### src/rtl/axi_lite_rd_arbiter.sv
// axi_lite_rd_arbiter: shares one AXI-lite read slave between fetch (M0)
// and LSU (M1); one grant at a time, held until its R handshake completes.
// Ports: clk, rst (sync, active-high); m0_*/m1_* AR+R master channels;
//   s_* AR+R slave channel; busy (not IDLE); grant_id (0=M0, 1=M1).
module axi_lite_rd_arbiter #(
  parameter int AW    = 32,
  parameter int DW    = 64,
  parameter bit RR_EN = 1'b1
) (
  input  logic          clk,
  input  logic          rst,
  input  logic [AW-1:0] m0_araddr,
  input  logic          m0_arvalid,
  output logic          m0_arready,
  output logic [DW-1:0] m0_rdata,
  output logic [1:0]    m0_rresp,
  output logic          m0_rvalid,
  input  logic          m0_rready,
  input  logic [AW-1:0] m1_araddr,
  input  logic          m1_arvalid,
  output logic          m1_arready,
  output logic [DW-1:0] m1_rdata,
  output logic [1:0]    m1_rresp,
  output logic          m1_rvalid,
  input  logic          m1_rready,
  output logic [AW-1:0] s_araddr,
  output logic          s_arvalid,
  input  logic          s_arready,
  input  logic [DW-1:0] s_rdata,
  input  logic [1:0]    s_rresp,
  input  logic          s_rvalid,
  output logic          s_rready,
  output logic          busy,
  output logic          grant_id
);

  typedef enum logic [1:0] {
    IDLE,
    ADDR,
    DATA
  } state_t;

  state_t state;
  state_t state_nxt;
  logic   grant_nxt;
  logic   rr_last;
  logic   rr_last_nxt;
  logic   pick;

  always_ff @(posedge clk) begin
    if (rst) begin
      state    <= IDLE;
      grant_id <= 1'b0;
      rr_last  <= 1'b1;
    end else begin
      state    <= state_nxt;
      grant_id <= grant_nxt;
      rr_last  <= rr_last_nxt;
    end
  end

  // Tie-break: in round-robin mode the master not served last wins;
  // otherwise the LSU always wins.
  always_comb begin
    pick = m1_arvalid;
    if (m0_arvalid && m1_arvalid) begin
      pick = RR_EN ? ~rr_last : 1'b1;
    end
  end

  always_comb begin
    state_nxt   = state;
    grant_nxt   = grant_id;
    rr_last_nxt = rr_last;
    s_araddr    = '0;
    s_arvalid   = 1'b0;
    s_rready    = 1'b0;
    m0_arready  = 1'b0;
    m1_arready  = 1'b0;
    m0_rvalid   = 1'b0;
    m1_rvalid   = 1'b0;
    unique case (state)
      IDLE: begin
        if (m0_arvalid || m1_arvalid) begin
          grant_nxt = pick;
          state_nxt = ADDR;
        end
      end
      ADDR: begin
        s_araddr   = grant_id ? m1_araddr : m0_araddr;
        s_arvalid  = grant_id ? m1_arvalid : m0_arvalid;
        m0_arready = !grant_id && s_arready;
        m1_arready = grant_id && s_arready;
        if (s_arvalid && s_arready) begin
          state_nxt   = DATA;
          rr_last_nxt = grant_id;
        end
      end
      DATA: begin
        m0_rvalid = !grant_id && s_rvalid;
        m1_rvalid = grant_id && s_rvalid;
        s_rready  = grant_id ? m1_rready : m0_rready;
        if (s_rvalid && s_rready) begin
          state_nxt = IDLE;
        end
      end
      default: state_nxt = IDLE;
    endcase
  end

  // Read data is a plain broadcast; rvalid alone says who owns it.
  assign m0_rdata = s_rdata;
  assign m0_rresp = s_rresp;
  assign m1_rdata = s_rdata;
  assign m1_rresp = s_rresp;
  assign busy     = (state != IDLE);

endmodule

### config.mk
export PLATFORM = sky130hd
export DESIGN_NAME = axi_lite_rd_arbiter
export DESIGN_NICKNAME = d
export VERILOG_FILES = /design/src/rtl/axi_lite_rd_arbiter.sv
export SDC_FILE = /design/constraint.sdc
export NUM_CORES = 1
export LEC_CHECK = 0
export BUFFER_PORTS_ARGS = -buffer_cell sky130_fd_sc_hd__buf_2
export CAP_MARGIN = 20
export CORE_AREA = 5 5 116 118
export CTS_BUF_LIST = sky130_fd_sc_hd__clkbuf_8
export DETAILED_ROUTE_END_ITERATION = 10
export DIE_AREA = 0 0 121 123
export HOLD_SLACK_MARGIN = 0.08
export SYNTH_ARGS = -nofsm -noshare
export SYNTH_HDL_FRONTEND = slang
export SYNTH_SLANG_ARGS = --single-unit
### constraint.sdc
create_clock -name clk -period 1.5 [get_ports clk]
set_input_delay 0.075 -clock clk [delete_from_list [all_inputs] [get_ports clk]]
set_output_delay 0.075 -clock clk [all_outputs]
set_load 0.02 [all_outputs]
**After elaboration in Yosys (flattened, before gate mapping)**

Index checks and enable logic that the tools add are counted.
W data, S select, Z words.

- Register bits after elaboration: 4
- Output and inout port bits: 172
- Logic and storage cells: 38

- Equal/unequal tests: 5
- Multiplexer cells: 15
- Bitwise logic cells: 1
- Reductions and logical operators: 14

Operator list:

| kind | count |
|---|---|
| $mux W32 | 2 |
| $mux W1 | 9 |
| $logic_and A1 B1 Y1 | 7 |
| $mux W2 | 3 |
| $ne A2 B2 Y1 const B | 3 |
| $pmux W2 S3 | 1 |
| $reduce_and A2 Y1 | 2 |
| $reduce_and A3 Y1 | 1 |
| $eq A2 B1 Y1 const B | 1 |
| $eq A2 B2 Y1 const B | 1 |
| $logic_not A2 Y1 | 1 |
| $reduce_bool A2 Y1 | 1 |
| $logic_not A1 Y1 | 1 |
| $logic_or A1 B1 Y1 | 1 |
| $not A1 Y1 | 1 |

**Longest topological paths before layout**

Gate-level depths: netlist of the first run.

- Word-level depth: 4
- Mapped depth: 5
- Depth with buffers taken out: 3

**Worst setup path after synthesis of the first run**

Ideal clock, no wire load.

- Path kind: register to output
- Start: register grant_id
- End: output s_araddr[12]
- Data arrival time: 1306 ps
- Required time: 1425 ps
- Path slack: 119 ps
- Cell stages (with the launch flop): 6
- Buffers on the path: 3
- Path through: dfxtp_1 > buf_6 > buf_4 > buf_6 > mux2i_1 > nor2_1

- Longest elaborated chain between the ends: 2

RTL lines:

| what | RTL line | RTL |
|---|---|---|
| from (decl) | 34 | `output logic grant_id` |
| from (signal assigned) | 57 | `grant_id <= grant_nxt;` |
| $mux W32 | 90 | `s_araddr = grant_id ? m1_araddr : m0_araddr;` |
| $mux W32 | 82 | `unique case (state)` |
| to (decl) | 26 | `output logic [AW-1:0] s_araddr,` |

Every way passes these cells.

**Worst setup path in the final report of the first run**

- Start: register grant_id
- End: output s_araddr[27]

Same word-level chain as after synthesis.

==> flow_summary.json, run 1 <==
{
  "hold_slack_ns": 0.113,
  "antenna_found_initial": 0,
  "drt_iter0_markers": 12,
  "via_per_inst": 3.38,
  "outcome": "completed",
  "peakVddDrop_v": 0.000301,
  "gp_congestion": 0.633,
  "io-pin-count": 310,
  "drcViolationCount": 0,
  "io_buffer_count": 111,
  "required_ns": 1.42,
  "hold_depth": 2,
  "grt_pass1_vias": 1248,
  "synth_xor_xnor_area_share_pct": 0,
  "ys_types": 23,
  "final.fill_count": 1457,
  "start_kind": "register",
  "reg2reg_setup_slack_ns": 0.32,
  "crit_chain": "buf_12 > mux2i_1 > nor2_1 > buf_2",
  "met1Wirelength_um": 1510,
  "path_clk_slew_ns": 0.03,
  "start_util_pct": 14.3,
  "netlist_instances": 240,
  "pwr_density_cell_nw_per_um2": 553,
  "syn_nets": 378,
  "period_share_pct": 96.2,
  "setup_viol": 0,
  "slew_violations": 0,
  "leakage_nw": 0.793,
  "area_growth_syn_to_layout_pct": -8.43,
  "grt_max_degree": 34,
  "synthMuxAreaShare_pct": 19.5,
  "drt-total-wl_um": 6000,
  "ys_ff_latch": 4,
  "layout_common_cells": "111 x buf_2, 34 x nor2_1, 29 x mux2i_1, 4 x nand2_1",
  "place_hpwl_um": 5140,
  "max-slew-margin-rel_pct": 75.7,
  "syn_avg_cell_area_um2": 7.36,
  "grt_pass1_wl_um": 7560,
  "cts.htree.levels": 1,
  "row_count": 41,
  "die_h_um": 123,
  "postRouteAntennaNets": 0,
  "yosysTopAreaCell": "buf_4",
  "netlist_area_um2": 1770,
  "wl_met2_um": 3170,
  "end_kind": "output port",
  "cts_sinks": 4,
  "die_x_um": 121,
  "setup_tns_ns": 0,
  "crit_type": "register to output port",
  "placed_area_um2": 1520,
  "synth-compound-area-share_pct": 2.12,
  "regArea_um2": 81.3,
  "layout-drive-gt1-share_pct": 57.9,
  "synth.yosys.warnings": 0,
  "slowest_stage": "dfxtp_2",
  "synth_top_area_share_pct": 56.5,
  "cp_data_arrival_time_ns": 1.37,
  "clk-insertion-delay-late_ns": 0.21,
  "cts-root-buf": "clkbuf_8",
  "fmax_ghz": 0.693,
  "crit_fanout": 20,
  "dp_cells": 385,
  "post-route-util_pct": 13.1,
  "synth_seq_area_share_pct": 4.53,
  "core_area_um2": 12400,
  "synth_adder_area_share_pct": 0,
  "layoutNonFillerInstCount": 388,
  "yosys-top-cells-area": "buf_4 57%, mux2i_1 19%, nor2_1 7.2%",
  "hold_viol_final": 0,
  "wl_met3_um": 1040,
  "cts_hold_buf": 0,
  "synth-simple-area-share_pct": 14.0,
  "r2r_cells": 3,
  "num_vias": 1312,
  "drv_cap": 0,
  "multi_input_area_um2": 662,
  "final_common_cell": "buf_2",
  "top_layer_used": "met4",
  "fin_worst_skew_ns": 0.0000942,
  "cp_slowest_stage_delay_ns": 0.39,
  "fin_area_um2": 1620,
  "clock_path_buffers": 2,
  "cts_tree": "built",
  "grt.total_usage_pct": 6.83,
  "wl_per_cell_um": 15.5,
  "layout.nets": 356,
  "grt-ovfl-total": 0,
  "holdCritPathClass": "primary input to register",
  "worst_pin_slew_ns": 0.362,
  "diodes": 0,
  "cts_inserted_buffers": 3,
  "synth_top_family_by_area": "buffers and inverters",
  "dr.pass1.iters": 4,
  "dieArea_um2": 14900,
  "period_needed_ns": 1.44
}
## worst max-delay path: cells and delay by family, from the launching register on
kind | cells | cell delay [ns]
DFF | 1 | 0.39
buffers and inverters | 2 | 0.36
muxes | 1 | 0.31
and+or+nand+nor | 1 | 0.07
## power by group
part / total (mW) / leakage (nW) / switching, mW / internal [mW]
Clock: 0.223 / 0.0216 / 0.0526 / 0.171
Sequential: 0.128 / 0.0333 / 0.0126 / 0.115
Combinational: 0.543 / 0.738 / 0.307 / 0.237
Total: 0.894 / 0.793 / 0.372 / 0.523
## stage by stage
stage                     power, mW  worst slack (ns)
after floorplan               0.946             0.119
after global placement        0.653            0.0674
after detailed placement      0.656            0.0762
after CTS                     0.898           0.00600
after global routing          0.965          -0.00144
final                         0.894            0.0577
## flip-flops by register name, indices dropped and copies added (netlist names)
signal	flops
grant_id	1
state	2
rr_last	1
## metal layers
| layer | GRT usage [%] | vias up |
|---|---|---|
| met1 | 5.34 | 533 |
| met5 | 0 | - |
| met2 | 13.7 | 153 |
| met3 | 3.34 | 39 |
| met4 | 3.47 | 0 |
| li1 | - | 587 |
## cells in the mapped netlist (all sizes together)
cell and n:
nor3 1, inv 2, nand4 1, nand2 4
dfxtp 4, a211oi 1, nor2b 3, mux2 1
nor4 1, or2 1, buf 140, and2 1
and3 3, a21oi 3, mux2i 33, nand3 2
nor2 34, o21ai 3, nand2b 1, clkbuf 1
## kinds of logic (layout without fill, tap and decap cells)
| logic type | Yosys count | count (layout) |
|---|---|---|
| multiplexers | 34 | 34 |
| flip-flops | 4 | 4 |
| AND/OR/NAND/NOR | 52 | 52 |
| AO/OA/AOI/OAI | 7 | 7 |
| buffers and inverters | 143 | 119 |
## cell type report
type	instances	area share, %
clock buffer	3	2.55
inverter	2	0.464
multi-input combinational	93	40.9
sequential	4	5.03
tap	172	13.3
timing repair buffer	114	37.7
## path summary, 6_finish.rpt
path              startpoint      endpoint
setup reg to reg    grant_id      state[0]
hold reg to reg      rr_last       rr_last
hold / removal           rst      grant_id
setup / recovery    grant_id  s_araddr[27]
## timing repair
item / 4_1_cts / 5_1_grt
endpoints found under the hold margin: 0 / 0
buffers inserted: 0 / 0
endpoints found under the setup margin: 12 / 19
resized for setup: 5 / 7
(Power assumes the default switching activity.)
==> run 2: changes to the inputs <==
Settings changed: CELL_PAD_IN_SITES_DETAIL_PLACEMENT set to 0, CELL_PAD_IN_SITES_GLOBAL_PLACEMENT set to 1, CORE_AREA 5 5 116 118 to 5 5 118 120, DIE_AREA 0 0 121 123 to 0 0 123 125, PLACE_DENSITY_LB_ADDON set to 0.1, REMOVE_ABC_BUFFERS set to 1.
==> flow_summary.json, run 2 (synthesized netlist as in run 1, its figures left out) <==
{
  "die_x_um": 123,
  "fmax_ghz": 0.681,
  "die_h_um": 125,
  "slew_violations": 0,
  "period_share_pct": 97.9,
  "required_ns": 1.42,
  "outcome": "completed",
  "grt_util_met3_pct": 26.2,
  "drv_cap": 0,
  "crit_type": "register to output port",
  "leakage_nw": 0.805,
  "layout-drive-gt1-share_pct": 60.4,
  "drt-total-wl_um": 17000,
  "comb_power_share_pct": 61.5,
  "post-route-util_pct": 12.7,
  "pwr_density_cell_nw_per_um2": 561,
  "swShare_pct": 42.3,
  "drcViolationCount": 0,
  "cts_tree": "built",
  "path_clk_slew_ns": 0.03,
  "path_buf_inv": 2,
  "worst_pin_slew_ns": 0.328,
  "end_kind": "output port",
  "place_hpwl_um": 15700,
  "via_per_inst": 3.92,
  "grt_max_degree": 29,
  "grt_pass1_wl_um": 19800,
  "cts-root-buf": "clkbuf_8",
  "dieArea_um2": 15400,
  "cts.htree.levels": 1,
  "start_kind": "register",
  "cts-resized-gates": 2,
  "io-pin-count": 310,
  "slowest_stage": "dfxtp_2",
  "pwr-share-seq_pct": 13.7,
  "totalPowerFinal_mw": 0.916,
  "largest_reg_flops": 2,
  "setup_viol": 0,
  "globalRouteMet2Util_pct": 32.7,
  "peakVddDrop_v": 0.000110,
  "preCtsSetupSlack_ns": 0.223,
  "p_clk_share_pct": 24.8,
  "area_growth_syn_to_layout_pct": -7.51,
  "diodes": 0,
  "cp.depth": 4,
  "grtUsageMet1_pct": 12.2,
  "gp_congestion": 0.794,
  "crit_fanout": 21,
  "final.fill_count": 1510,
  "period_needed_ns": 1.47,
  "setup_tns_ns": 0,
  "wl_per_cell_um": 43.3,
  "busiest_layer": "met2",
  "cp_slowest_stage_delay_ns": 0.39,
  "final_common_cell": "buf_2",
  "fin_area_um2": 1630,
  "crit_chain": "buf_12 > mux2i_2 > nor2_1 > buf_2",
  "layout_common_cells": "111 x buf_2, 34 x nor2_1, 26 x mux2i_1, 7 x mux2i_2, 4 x nand2_1",
  "row_count": 42,
  "cp_data_arrival_time_ns": 1.39,
  "switching_power_mw": 0.387,
  "cts_hold_buf": 0,
  "fin_worst_skew_ns": 0.00225,
  "start_util_pct": 13.7,
  "postRouteAntennaNets": 0,
  "regArea_um2": 81.3,
  "num_vias": 1541,
  "top_regs": "state x2, grant_id x1, rr_last x1",
  "dr.pass1.iters": 6,
  "p_int_mw": 0.529,
  "clk-insertion-delay-late_ns": 0.22,
  "core_area_um2": 12900,
  "rsz0062_at_grt": "yes",
  "regMostFlops": "state",
  "clock_path_buffers": 2,
  "r2r_cells": 4,
  "grt.total_usage_pct": 20.5,
  "cts_setup_buffers": 0,
  "worst_slack_ns": 0.0309,
  "grt_pass1_vias": 1593,
  "multi_input_area_um2": 661,
  "layout.nets": 357,
  "io_buffer_count": 111,
  "max-slew-margin-rel_pct": 77.9,
  "cp_top_family": "flip-flops",
  "drt_iter0_markers": 52,
  "hold_depth": 2,
  "grt-ovfl-total": 0,
  "placed_area_um2": 1560,
  "antenna_found_initial": 1,
  "holdCritPathClass": "primary input to register",
  "cts_inserted_buffers": 3,
  "cts_sinks": 4,
  "hold_viol_final": 0
}
run 2: cell count changes in the layout (fill, tap and decap cells not counted), sizes merged:
cell,previous run,this run
buf,114,115
run 2: final cells by class:
type	instances	area share, %
clock buffer	3	2.53
multi-input combinational	93	40.4
sequential	4	4.98
inverter	2	0.459
timing repair buffer	115	38.1
tap	176	13.5
run 2: power groups by stage:
stage / logic (mW) / clock network, mW / registers, mW
2_1_floorplan: 0.267 / 0 / 0.150
3_3_place_gp: 0.561 / 0 / 0.127
3_5_place_dp: 0.553 / 0 / 0.127
4_1_cts: 0.559 / 0.235 / 0.125
5_1_grt: 0.613 / 0.241 / 0.126
6_report: 0.563 / 0.227 / 0.126
run 2: final timing paths:
kind         slack, ns            to      from
max               0.03  s_araddr[10]  grant_id
min               0.10      grant_id       rst
max reg2reg       0.30      state[1]  grant_id
min reg2reg       0.52       rr_last   rr_last
run 2: through the flow:
step                hold WS [ns]  std cells
finish                     0.103        393
global placement           0.151        390
global route               0.118        393
CTS                        0.103        393
detailed placement         0.151        390
floorplan                  0.144         99
run 2: per-layer routing:
layer  up-vias  wire length [um]
li1        587                 -
met1       616              3460
met2       298              7630
met3        34              4700
met4         6              1120
met5         -                98
